===== src/rtl/mips_pkg.sv =====
// Shared MIPS core definitions: opcodes, filler words and the fetch-stage state type.
package mips_pkg;

    localparam logic [5:0]  OP_J     = 6'b000010;
    localparam logic [31:0] NOP_WORD = 32'h0000_0000;

    typedef enum logic {
        RUN  = 1'b0,
        HALT = 1'b1
    } fetch_state_e;

endpackage


===== src/rtl/fetch_next_pc.sv =====
// Next-PC selection for the fetch stage: branch redirect, stall hold, local jump, sequential,
// plus range/alignment fault detection on the address that would actually be loaded.
module fetch_next_pc
    import mips_pkg::*;
#(
    parameter int unsigned IMEM_SIZE = 128
) (
    input  logic [31:0] pc,
    input  logic [31:0] instr,
    input  logic        stall,
    input  logic        branch_taken,
    input  logic [31:0] branch_target,
    output logic [31:0] next_pc,
    output logic        is_jump,
    output logic        fault
);

    localparam logic [29:0] LAST_WORD = 30'(IMEM_SIZE - 1);

    logic [31:0] pc_plus4;
    logic [31:0] jump_target;
    logic        load;

    always_comb begin
        pc_plus4    = pc + 32'd4;
        is_jump     = (instr[31:26] == OP_J);
        jump_target = {pc_plus4[31:28], instr[25:0], 2'b00};
        load        = branch_taken || !stall;

        if (branch_taken) begin
            next_pc = branch_target;
        end else if (stall) begin
            next_pc = pc;
        end else if (is_jump) begin
            next_pc = jump_target;
        end else begin
            next_pc = pc_plus4;
        end

        // A held PC is never re-checked, so a stall cannot raise a fault.
        fault = load && ((next_pc[1:0] != 2'b00) || (next_pc[31:2] > LAST_WORD));
    end

endmodule


===== src/rtl/fetch_stage.sv =====
// Instruction-fetch stage: PC register, IF/ID pipeline register and RUN/HALT control.
// State | meaning:  RUN - fetching normally;  HALT - fault seen, everything frozen until reset.
module fetch_stage
    import mips_pkg::*;
#(
    parameter logic [31:0] RESET_PC  = 32'h0000_0000,
    parameter int unsigned IMEM_SIZE = 128
) (
    input  logic        clk,
    input  logic        reset,
    input  logic        stall,
    input  logic        branch_taken,
    input  logic [31:0] branch_target,
    input  logic [31:0] instr_in,
    output logic [31:0] pc_out,
    output logic [31:0] if_id_instr,
    output logic [31:0] if_id_pc_plus4,
    output logic        if_id_valid,
    output logic        halted,
    output logic [31:0] fetch_count
);

    fetch_state_e state_q, state_d;

    logic [31:0] pc_q, pc_d;
    logic [31:0] instr_q, instr_d;
    logic [31:0] pc4_q, pc4_d;
    logic        valid_q, valid_d;
    logic [31:0] count_q, count_d;

    logic [31:0] next_pc;
    logic        is_jump;
    logic        fault;
    logic [31:0] pc_plus4;

    fetch_next_pc #(
        .IMEM_SIZE (IMEM_SIZE)
    ) u_next_pc (
        .pc            (pc_q),
        .instr         (instr_in),
        .stall         (stall),
        .branch_taken  (branch_taken),
        .branch_target (branch_target),
        .next_pc       (next_pc),
        .is_jump       (is_jump),
        .fault         (fault)
    );

    assign pc_plus4 = pc_q + 32'd4;

    always_ff @(posedge clk) begin
        if (reset) begin
            state_q <= RUN;
        end else begin
            state_q <= state_d;
        end
    end

    always_comb begin
        state_d = state_q;
        if (state_q == RUN && fault) begin
            state_d = HALT;
        end
    end

    always_comb begin
        halted      = (state_q == HALT);
        if_id_valid = valid_q && (state_q == RUN);
    end

    always_comb begin
        pc_d    = pc_q;
        instr_d = instr_q;
        pc4_d   = pc4_q;
        valid_d = valid_q;
        count_d = count_q;

        if (state_q == RUN) begin
            if (branch_taken) begin
                valid_d = 1'b0;
                instr_d = NOP_WORD;
            end else if (!stall) begin
                instr_d = instr_in;
                pc4_d   = pc_plus4;
                valid_d = 1'b1;
                count_d = count_q + 32'd1;
            end

            // The faulting cycle still captures its word, but it never reaches decode as valid.
            if (fault) begin
                valid_d = 1'b0;
            end else begin
                pc_d = next_pc;
            end
        end
    end

    always_ff @(posedge clk) begin
        if (reset) begin
            pc_q    <= RESET_PC;
            instr_q <= NOP_WORD;
            pc4_q   <= 32'h0;
            valid_q <= 1'b0;
            count_q <= 32'h0;
        end else begin
            pc_q    <= pc_d;
            instr_q <= instr_d;
            pc4_q   <= pc4_d;
            valid_q <= valid_d;
            count_q <= count_d;
        end
    end

    always_comb begin
        if (!reset && state_q == RUN && is_jump && !branch_taken && !stall && !fault) begin
            assert (next_pc == {pc_plus4[31:28], instr_in[25:0], 2'b00});
        end
    end

    assign pc_out         = pc_q;
    assign if_id_instr    = instr_q;
    assign if_id_pc_plus4 = pc4_q;
    assign fetch_count    = count_q;

endmodule


===== config.mk =====
export PLATFORM = sky130hd
export DESIGN_NAME = fetch_stage
export DESIGN_NICKNAME = d
export VERILOG_FILES = /design/src/rtl/mips_pkg.sv /design/src/rtl/fetch_next_pc.sv /design/src/rtl/fetch_stage.sv
export SDC_FILE = /design/constraint.sdc
export NUM_CORES = 1
export LEC_CHECK = 0
export ABC_AREA = 1
export BUFFER_PORTS_ARGS = -buffer_cell sky130_fd_sc_hd__buf_2
export CORE_ASPECT_RATIO = 1.1
export CORE_MARGIN = 1.5
export CORE_UTILIZATION = 55
export CTS_CLUSTER_SIZE = 28
export DETAILED_ROUTE_END_ITERATION = 6
export PLACE_DENSITY = 0.83
export SLEW_MARGIN = 15
export SYNTH_ARGS = -nofsm -noshare
export SYNTH_HDL_FRONTEND = slang
export SYNTH_SLANG_ARGS = --single-unit

===== constraint.sdc =====
create_clock -name clk -period 4.75 [get_ports clk]
set_input_delay 1.425 -clock clk [delete_from_list [all_inputs] [get_ports clk]]
set_output_delay 1.425 -clock clk [all_outputs]
set_load 0.02 [all_outputs]

==> impl.org <==
** Logic synthesis
- Yosys Warn Count :: 0
- Sorting the synthesized cells by area gives the leading types as dfxtp_1 (36%), nand2_1 (16%), nor2_1 (8.8%).
- Average size of a mapped cell :: 6.202 µm²
- After synthesis, the largest area contributor takes up 35.89% of total cell area.
- Nets in the synthesized netlist :: 1239
- Ys flop type :: dfxtp_1
- Yosys top cell by area :: dfxtp_1
- For this run, asynchronously set or reset flops after synthesis account for 0%.
- Top-count cell post-synth :: nand2_1
- Count of mapped cells out of synthesis :: 1169
- The synthesized design contains 130 register bits.
- Number of distinct standard cells referenced by the synthesized netlist :: 34
- In the synthesized netlist, the cells that appear most often are nand2_1 (312), nor2_1 (170), inv_1 (136), dfxtp_1 (130), nand3_1 (111).
- For this run, the register share of the synthesized area comes to 35.89%.
- Netlist Area Pre-Place :: 0.007251 mm²
- Yosys mapped a number of flops with a built-in enable equal to 0.

** STA
- In the final timing run, aggregate negative setup slack is 0 ns.
- For the final database, setup skew stands at 0.009149 ns.
- Across all hold checks on the routed design, the worst slack comes to 0.4584 ns.
- Number of endpoints failing setup at the final stage :: 0
- Final Hold Fails :: 0
- The worst path uses 84.55% of the clock period.
- The worst path in the final design needs a cycle of 4.016 ns, including I/O delays and setup.
- Setup repair after global routing left no endpoint under its margin.
- Highest clock rate :: 249.0 MHz
- Headroom to the max-slew limit came out at 29.02%.
- The number of pins exceeding their max-slew limit in the final report was 0.
- For the pin with the worst max-slew slack, the measured transition is 1.063 ns.
- In the post-route analysis, the smallest setup slack over all paths is 0.7341 ns.

** Critical path
- Flop2flop setup slack :: 1.19 ns
- On the critical path, the stage with the largest delay is an instance of inv_1.
- STA classifies the critical path startpoint as an input pin.
- Walking the worst path, the cells encountered are buf_2 -> nor2_4 -> inv_1 -> nor2_1 -> nand2_1 -> nand2_1 -> nor2_1 -> nand2_1 -> nor2_1 -> nand3_1 -> nor2_1 -> nand2_1 -> nand2_2 -> buf_4 -> nand3_1 -> nand2_1 -> nor2_1.
- Delay-heaviest family, CP :: simple AND/OR/NAND/NOR gates
- Along the worst path, the maximum fanout reaches 43.
- For the worst setup path, the data arrival time is 4.33 ns.
- On the worst path, the slowest cell contributes a delay of 0.58 ns.
- Number of buffer and inverter stages on the critical path :: 3
- STA classifies the critical path endpoint as a flop.
- At the worst endpoint, the required time is 5.07 ns.
- Category of the critical setup timing path :: input pin to flop

** GRT
- Via count of the first global-routing pass :: 7487
- Global-route total usage across every layer :: 33.44%
- Antenna violations before repair :: 0
- Largest net degree at the start of global routing :: 100
- For this run the aggregate overflow at the end of global routing stands at 0.
- The first global-routing pass estimated 36600 µm of wire.

** Finish
- Net total in the final layout :: 1407
- In the final layout, the share of cells above drive strength 1 is 19.26%.
- Number of non-filler instances in the completed layout :: 1507
- In the final layout, the multi-input gates occupy 0.003855 mm².
- The filler cells instantiated in the layout total 1126.
- Compared with the post-synthesis result, the final layout area differs by 23.09%.
- Area occupied by registers :: 0.002603 mm²
- Ant. Diodes :: 0

** Drt
- In the detailed route, the total length drawn on met3 is 1739 µm.
- Met1 wire length :: 9392 µm
- Average wire per cell in the routed design :: 15.21 µm
- After detailed routing, the number of remaining DRC violations is 13.
- Iteration-0 DRC count of the detailed router :: 889
- Uppermost layer routed :: met4
- The pre-antenna-repair detailed-routing pass consisted of 7 iterations.
- Number of vias after detailed routing :: 8320
- The detail route stage leaves a number of antenna-violating nets equal to 0.
- Via/cell ratio :: 5.521
- The routed design uses 10770 µm of met2 wire.
- Wire length after detailed routing :: 22920 µm

** Clock network
- CTS clk-pin slew, worst paths :: 0.06 ns
- Count of buffers added by post-CTS timing repair for setup :: 0
- Inserted Clock Buffers :: 17
- The tree is rooted in a clkbuf_16.
- Number of buffers inserted by hold repair at cts :: 0
- Maximum number of buffers from clock root to sink :: 2
- TritonCTS built the clock tree.
- The clock reaches the later pin of the worst-skew pair after 0.43 ns.
- CTS built an H-tree with a depth of 4.
- Cts repair resizes :: 0
- Clock net sink count :: 130

** Placement
- Prior to clock tree synthesis, the placed netlist has a worst setup slack of 0.4211 ns.
- The congestion estimate from routability-driven global placement came to 0.9558.
- Detailed placement finished with a half-perimeter wire length of 16460 µm.
- Number of placed instances with taps included :: 1475
- Buffers placed on the I/O ports in this run total 197.

** Pwr
- Total power density per cell area :: 343.6 mW/mm²
- Post-layout total power :: 0.003067 W
- Static Leakage :: 4.155 nW
- Largest vdd supply drop :: 227.6 µV

** Die
- Vertical die dimension :: 123.4 µm
- The total area inside the core boundary comes to 0.01275 mm².
- Die outline area :: 0.01388 mm²
- Row count :: 43
- During I/O placement, the number of pins put on the boundary was 198.
- Chip width :: 112.5 µm
- Initial core utilization :: 56.86%

** Run status
- The run finished, with violations left.
- The final reports fail on DRC.

** Min path
- The path class of the tightest hold or removal check is flop to flop.

** Flow run
- The tool flagged a number of max-cap violations equal to 0.
-- worst min-delay path, cell delays in order, from the launching register on --
cell and delay, ns:
dfxtp_1 0.30, nand2_1 0.06, a21oi_1 0.05
-- stage by stage --
step	utilization [%]	area, µm²
finish	69.99	8925
global route	69.99	8925
CTS	69.99	8925
detailed placement	64.64	8242
global placement	64.64	8242
floorplan	-	7251
-- flip-flops by register name, indices dropped and copies added (netlist names) --
signal and flops:
fetch_count 32, halted 1, if_id_instr 32, if_id_pc_plus4 32, valid_q 1, pc_out 32
-- final timing paths --
check,from,to,cells after the start
worst max-delay path,branch_taken,pc_out[6]$_SDFFE_PP0P_,17
worst min-delay path,if_id_instr[3]$_SDFFE_PP0P_,if_id_instr[3]$_SDFFE_PP0P_,2
worst max register to register,pc_out[2]$_SDFFE_PP0P_,pc_out[6]$_SDFFE_PP0P_,17
worst min register to register,if_id_instr[3]$_SDFFE_PP0P_,if_id_instr[3]$_SDFFE_PP0P_,2
-- kinds of logic (layout without fill, tap and decap cells) --
| group | after synthesis | in the layout | synth area share, % |
|---|---|---|---|
| AND/OR/NAND/NOR | 640 | 640 | 36.84 |
| buffers and inverters | 195 | 376 | 10.94 |
| flip-flops | 130 | 130 | 35.89 |
| AO/OA/AOI/OAI | 190 | 190 | 14.53 |
| adder cells (fa/ha/maj) | 2 | 2 | 0.3451 |
| XOR/XNOR | 12 | 12 | 1.450 |
-- cell usage in the layout (no fill, tap or decap), types with 3 or more instances in the layout --
cell type / Yosys / final
clkbuf_16: 0 / 17
clkinvlp_4: 0 / 3
xnor2_1: 6 / 6
o21a_1: 4 / 4
nor4_1: 4 / 4
a21oi_1: 102 / 102
nand4_1: 10 / 10
buf_4: 3 / 9
nor3_1: 12 / 12
bufinv_16: 0 / 6
nor2_4: 4 / 4
o21ai_0: 49 / 49
nand2_1: 312 / 312
nor2_2: 10 / 10
buf_2: 4 / 197
a221oi_1: 3 / 3
dfxtp_1: 130 / 130
nand2_2: 3 / 3
nand3_1: 111 / 111
xor2_1: 6 / 6
inv_1: 136 / 134
nor2_1: 170 / 170
o211ai_1: 23 / 23
-- final cells by class --
class	count	share of cell area, %
Clock buffer	19	5.075
Sequential cell	130	29.16
Tap cell	157	2.201
Inverter	137	5.762
Timing Repair Buffer	207	12.03
Multi-Input combinational cell	844	43.19
Clock inverter	13	2.580
-- routing by layer --
metal	vias up	track usage, %
li1	4088	-
met1	3744	41.38
met2	405	55.41
met3	83	7.304
met4	0	16.93
met5	-	0
-- power by group --
group | internal [W] | total [W] | switching, W
combinational | 0.000122 | 0.000372 | 0.000250
sequential | 0.00113 | 0.00118 | 0.0000441
clock | 0.00101 | 0.00152 | 0.000507
total | 0.00227 | 0.00307 | 0.000801
Note: power is estimated with default switching activity, not from simulation.
